--- src/rtl/uart_rx.sv ---
// uart_rx: 8N1 serial receiver with mid-bit sampling, one-entry holding
// register on a valid/ready output and single-cycle error pulses.
//
// Ports:
//   clk           : sole clock
//   rst_n         : asynchronous active-low reset
//   urx_pin       : serial line, idles high
//   urx_valid     : received byte available
//   urx_data[7:0] : received byte, stable while urx_valid is high
//   urx_ready     : consumer accepts on urx_valid && urx_ready
//   urx_frame_err : one-cycle pulse, stop bit sampled low
//   urx_overrun   : one-cycle pulse, completed byte dropped
//
// Optional macro UART_RX_SYNC_EN: route urx_pin through a 2-flop
// synchronizer (reset to 1) before the FSM; all events move 2 cycles later.
module uart_rx #(
    parameter int CLOCK_FREQ = 100_000_000,
    parameter int BAUD_RATE  = 115_200
) (
    input  logic       clk,
    input  logic       rst_n,
    input  logic       urx_pin,
    output logic       urx_valid,
    output logic [7:0] urx_data,
    input  logic       urx_ready,
    output logic       urx_frame_err,
    output logic       urx_overrun
);

    localparam int CPB = CLOCK_FREQ / BAUD_RATE;
    localparam int CW  = $clog2(CPB);

    localparam logic [CW-1:0] FULL = CW'(CPB - 1);
    localparam logic [CW-1:0] HALF = CW'(CPB / 2 - 1);

    generate
        if (CPB < 4) begin : g_cpb_check
            $error("uart_rx: CLOCK_FREQ/BAUD_RATE must be at least 4");
        end
    endgenerate

    typedef enum logic [2:0] {
        IDLE,
        START,
        DATA,
        STOP,
        BRK
    } state_t;

    logic rx;

`ifdef UART_RX_SYNC_EN
    logic [1:0] sync_q;

    always_ff @(posedge clk or negedge rst_n) begin
        if (!rst_n) begin
            sync_q <= 2'b11;
        end else begin
            sync_q <= {sync_q[0], urx_pin};
        end
    end

    assign rx = sync_q[1];
`else
    assign rx = urx_pin;
`endif

    state_t        state_q, state_d;
    logic [CW-1:0] cnt_q, cnt_d;
    logic [2:0]    bit_q, bit_d;
    logic [7:0]    sh_q, sh_d;
    logic          done_q, done_d;
    logic          ferr_q, ferr_d;
    logic          tick;

    assign tick = (cnt_q == '0);

    always_ff @(posedge clk or negedge rst_n) begin
        if (!rst_n) begin
            state_q <= IDLE;
            cnt_q   <= '0;
            bit_q   <= '0;
            sh_q    <= '0;
            done_q  <= 1'b0;
            ferr_q  <= 1'b0;
        end else begin
            state_q <= state_d;
            cnt_q   <= cnt_d;
            bit_q   <= bit_d;
            sh_q    <= sh_d;
            done_q  <= done_d;
            ferr_q  <= ferr_d;
        end
    end

    // Each state counts down from its reload value and acts when the
    // counter reaches zero; the reload happens on every state entry.
    always_comb begin
        state_d = state_q;
        cnt_d   = cnt_q;
        bit_d   = bit_q;
        sh_d    = sh_q;
        done_d  = 1'b0;
        ferr_d  = 1'b0;
        unique case (state_q)
            IDLE: begin
                if (!rx) begin
                    state_d = START;
                    cnt_d   = HALF;
                end
            end
            START: begin
                if (!tick) begin
                    cnt_d = cnt_q - 1'b1;
                end else if (rx) begin
                    state_d = IDLE;
                    cnt_d   = '0;
                end else begin
                    state_d = DATA;
                    cnt_d   = FULL;
                    bit_d   = '0;
                end
            end
            DATA: begin
                if (!tick) begin
                    cnt_d = cnt_q - 1'b1;
                end else begin
                    sh_d  = {rx, sh_q[7:1]};
                    cnt_d = FULL;
                    if (bit_q == 3'd7) begin
                        state_d = STOP;
                    end else begin
                        bit_d = bit_q + 1'b1;
                    end
                end
            end
            STOP: begin
                if (!tick) begin
                    cnt_d = cnt_q - 1'b1;
                end else begin
                    done_d  = 1'b1;
                    ferr_d  = !rx;
                    state_d = rx ? IDLE : BRK;
                    cnt_d   = '0;
                end
            end
            BRK: begin
                if (rx) begin
                    state_d = IDLE;
                    cnt_d   = '0;
                end
            end
            default: begin
                state_d = IDLE;
                cnt_d   = '0;
            end
        endcase
    end

    // Holding register. done_q/ferr_q are the stop-sample result, so all
    // output events land on the edge after the stop sample. sh_q is not
    // touched again until the next frame's data bits, so it is still
    // the completed byte here.
    logic good;
    assign good = done_q && !ferr_q;

    always_ff @(posedge clk or negedge rst_n) begin
        if (!rst_n) begin
            urx_valid     <= 1'b0;
            urx_data      <= 8'h00;
            urx_frame_err <= 1'b0;
            urx_overrun   <= 1'b0;
        end else begin
            urx_frame_err <= done_q && ferr_q;
            urx_overrun   <= good && urx_valid && !urx_ready;
            if (good && (!urx_valid || urx_ready)) begin
                urx_data  <= sh_q;
                urx_valid <= 1'b1;
            end else if (urx_valid && urx_ready) begin
                urx_valid <= 1'b0;
            end
        end
    end

endmodule
--- config.mk ---
export PLATFORM = sky130hd
export DESIGN_NAME = uart_rx
export DESIGN_NICKNAME = d
export VERILOG_FILES = /design/src/rtl/uart_rx.sv
export SDC_FILE = /design/constraint.sdc
export NUM_CORES = 1
export LEC_CHECK = 0
export ABC_AREA = 1
export CAP_MARGIN = 20
export CORE_ASPECT_RATIO = 0.75
export CORE_MARGIN = 2
export CORE_UTILIZATION = 30
export CTS_CLUSTER_DIAMETER = 80
export CTS_CLUSTER_SIZE = 24
export DETAILED_ROUTE_END_ITERATION = 16
export DONT_BUFFER_PORTS = 1
export GPL_ROUTABILITY_DRIVEN = 1
export PLACE_DENSITY = 0.42
export SLEW_MARGIN = 20
export SYNTH_ARGS = -nofsm -noshare
export SYNTH_HDL_FRONTEND = slang
export SYNTH_SLANG_ARGS = --single-unit
--- constraint.sdc ---
create_clock -name clk -period 2.8 [get_ports clk]
set_clock_uncertainty 0.2 [all_clocks]
set_input_delay 0.56 -clock clk [delete_from_list [all_inputs] [get_ports clk]]
set_output_delay 0.56 -clock clk [all_outputs]
set_load 0.01 [all_outputs]
==> reports/qor.yml <==
placed_design:
  hpwl_mm: 2.75
  gp_congestion: 0.789
  port_buffers: 0
worst_setup_path:
  critPathLaunchType: "flop"
  cpMostUsedCell: "nand2_2"
  critPathMaxFanout: 12
  crit_chain: "nor2_1 > nand2_2 > nor2_2 > nand2_2 > nand2_2 > nand3_4 > nand2_1 > nand2_1"
  slowest_stage: "dfrtp_1"
  worstPathArrival_ns: 1.78
  crit_type: "flop to flop"
  worst_ep_required_time_ns: 2.78
  crit_path_max_incr_delay_ns: 0.44
  crit_path_end_kind: "flop"
sta:
  relSlewSlack_pct: 70.1
  fin_crit_sh_pct: 64.2
  whs_ns: 0.145
  setup_violations: 0
  rsz0062_at_grt: "false"
  fmax_mhz: 556
  hold_viol: 0
  setup-tns-final_ns: 0
  slew_violations: 0
  worst_pin_slew_ns: 0.446
  layout_min_cycle_time_ns: 1.80
synthesis:
  seq_area_frac_synth_pct: 46.7
  synthAdderAreaFrac_pct: 2.53
  synth_edf_count: 0
  async_flop_share_pct: 100
  yosys.area_share.simple_pct: 31.3
  synth_warnings: 0
  synth_compound_area_share_pct: 9.53
  synthesis.instances: 227
  avgSynthCellArea_um2: 8.73
  synthFlopType: "dfrtp_1"
  syn-num-nets: 235
  yosysTopAreaCell: "dfrtp_1"
  synth_top_family_by_area: "simple AND/OR/NAND/NOR gates"
  yosys.area.top_type_share_pct: 46.7
  ys_ff_latch: 37
  synthMuxAreaShare_pct: 0.568
  syn-cell-area_mm2: 0.00198
  synth_cell_type_count: 31
  synthTopCellsByArea: "dfrtp_1, nand2_1, inv_1"
  synth_xor_xnor_area_share_pct: 1.77
clock_network:
  numClockSinks: 37
  numCtsBuffers: 5
  worstSkewPairLatency_ns: 0.29
  cts_root_buffer: "clkbuf_8"
  cts_tree: "done"
  cts_buffer_depth: 2
  h-tree-depth: 2
  path_clk_slew_ns: 0.08
final_layout:
  fill_cells: 675
  antenna_cells: 0
  finish.utilization_pct: 34.7
  finalNetCount: 241
  synthToLayoutAreaGrowth_pct: 11.1
  drive_gt1_share_pct: 22.2
die:
  core_mm2: 0.00635
  die_width_um: 97.9
  dieArea_mm2: 0.00728
  start_util_pct: 31.2
  die_h_um: 74.4
  num_rows: 25
  io_pins: 15
routing:
  num_vias: 1399
  drt.antenna.violating_nets: 0
  drt-total-wl_mm: 3.87
  first_pass_iters: 4
  viasPerCell: 4.44
  dr.first_iter.drc_count: 61
  wire_per_inst_um: 12.3
  drc: 0
hold_path:
  hold_class: "primary input to flop"
grt:
  grt_pass1_wl_mm: 6.78
  antenna_found_initial: 0
  grt_pass1_vias: 1356
  grt_max_degree: 38
  grtUsageTotal_pct: 12.0
  grt.overflow.total: 0
pwr:
  p_leak_nw: 1.10
  total_power_mw: 1.03
  ir_drop_mv: 0.175
  p_per_area_mw_per_mm2: 468
run_status:
  outcome: "complete, no violations"
run:
  cap_violations: 0
critical path, delay by kind of cell (launching register included):
kind / cells / cell delay (ns)
flip-flops: 1 / 0.44
AND/OR/NAND/NOR: 8 / 1.05
synth_stat cells, types with 2 or more instances:
| library cell | n |
|---|---|
| dfrtp_1 | 37 |
| nand3_1 | 7 |
| nor3_1 | 2 |
| nor2_2 | 3 |
| nor2_4 | 2 |
| o22ai_1 | 2 |
| inv_2 | 7 |
| nand2_2 | 5 |
| nor2_1 | 11 |
| xor2_1 | 4 |
| nand2_1 | 69 |
| nand2_4 | 4 |
| o21ai_0 | 10 |
| o21ai_2 | 10 |
| nand4_1 | 3 |
| nand3_2 | 5 |
| buf_6 | 2 |
| ha_1 | 4 |
| inv_1 | 24 |
| a21oi_1 | 5 |
cell usage in the layout (no fill, tap or decap), types with 2 or more instances in the layout:
| cell | instances |
|---|---|
| nand3_1 | 7 |
| inv_2 | 7 |
| o21ai_2 | 10 |
| nand2_1 | 69 |
| xor2_1 | 4 |
| nand2_4 | 4 |
| inv_1 | 24 |
| o22ai_1 | 2 |
| nor2_4 | 2 |
| nor2_2 | 3 |
| a21oi_1 | 5 |
| o21ai_0 | 10 |
| nand3_2 | 5 |
| nand4_1 | 3 |
| ha_1 | 4 |
| dfrtp_1 | 37 |
| nand2_2 | 5 |
| clkbuf_8 | 5 |
| nor2_1 | 11 |
| nor3_1 | 2 |
worst paths after layout:
path / start / to / slack [ns] / depth (start not counted)
min in group asynchronous: rst_n / bit_q[2] / 0.54 / 2
max in group asynchronous: rst_n / urx_data[6] / 1.67 / 2
worst max register to register: cnt_q[7] / cnt_q[6] / 1.00 / 8
worst min register to register: done_q / urx_frame_err / 0.27 / 2
worst max-delay path: cnt_q[7] / cnt_q[6] / 1.00 / 8
worst min-delay path: urx_pin / ferr_q / 0.14 / 1
layer usage:
metal	vias to the layer above	track usage [%]	routed length [um]
met4	0	3.24	21
li1	725	-	-
met2	23	15.8	1560
met5	-	0	0
met3	2	4.14	181
met1	649	18.3	2110
final cells by class:
class / count / area (um^2) / area share, %
sequential: 37 / 926 / 42.0
clock inverter: 3 / 46.3 / 2.10
tap: 81 / 101 / 4.60
multi-input combinational: 155 / 905 / 41.1
timing repair buffer: 2 / 30.0 / 1.36
inverter: 32 / 125 / 5.68
clock buffer: 5 / 68.8 / 3.13
through the flow:
stage	area, um^2	setup slack, ns	instances
2_1_floorplan	1980	1.26	227
5_1_grt	2200	0.835	315
3_5_place_dp	2060	1.01	305
3_3_place_gp	2060	1.01	305
4_1_cts	2200	1.00	315
6_report	2200	1.00	315
sequential cells by signal, summed over array words and instances (netlist names):
| register | cells |
|---|---|
| bit_q | 3 |
| cnt_q | 10 |
| done_q | 1 |
| ferr_q | 1 |
| sh_q | 8 |
| state_q | 3 |
| urx_data | 8 |
| urx_frame_err | 1 |
| urx_overrun | 1 |
| urx_valid | 1 |
power by group:
part | switching, mW | internal, mW
registers | 0 | 0.534
clock network | 0.210 | 0.267
logic | 0.0152 | 0.00588
total | 0.225 | 0.807
kinds of logic (layout without fill, tap and decap cells):
group	count (synthesis)	count (layout)
AOI/OAI and AO/OA	29	29
xor gates and xnor gates	4	4
adders and majority gates	4	4
buffers and inverters	35	42
DFF	37	37
muxes	1	1
and+or+nand+nor	117	117
timing repair:
item / CTS / global route
resized for setup: 0 / 0
buffers inserted: 0 / 0
endpoints found under the hold margin: 37 / 0
hold buffers: 2 / 0
Power figures use the tool's default switching activity.
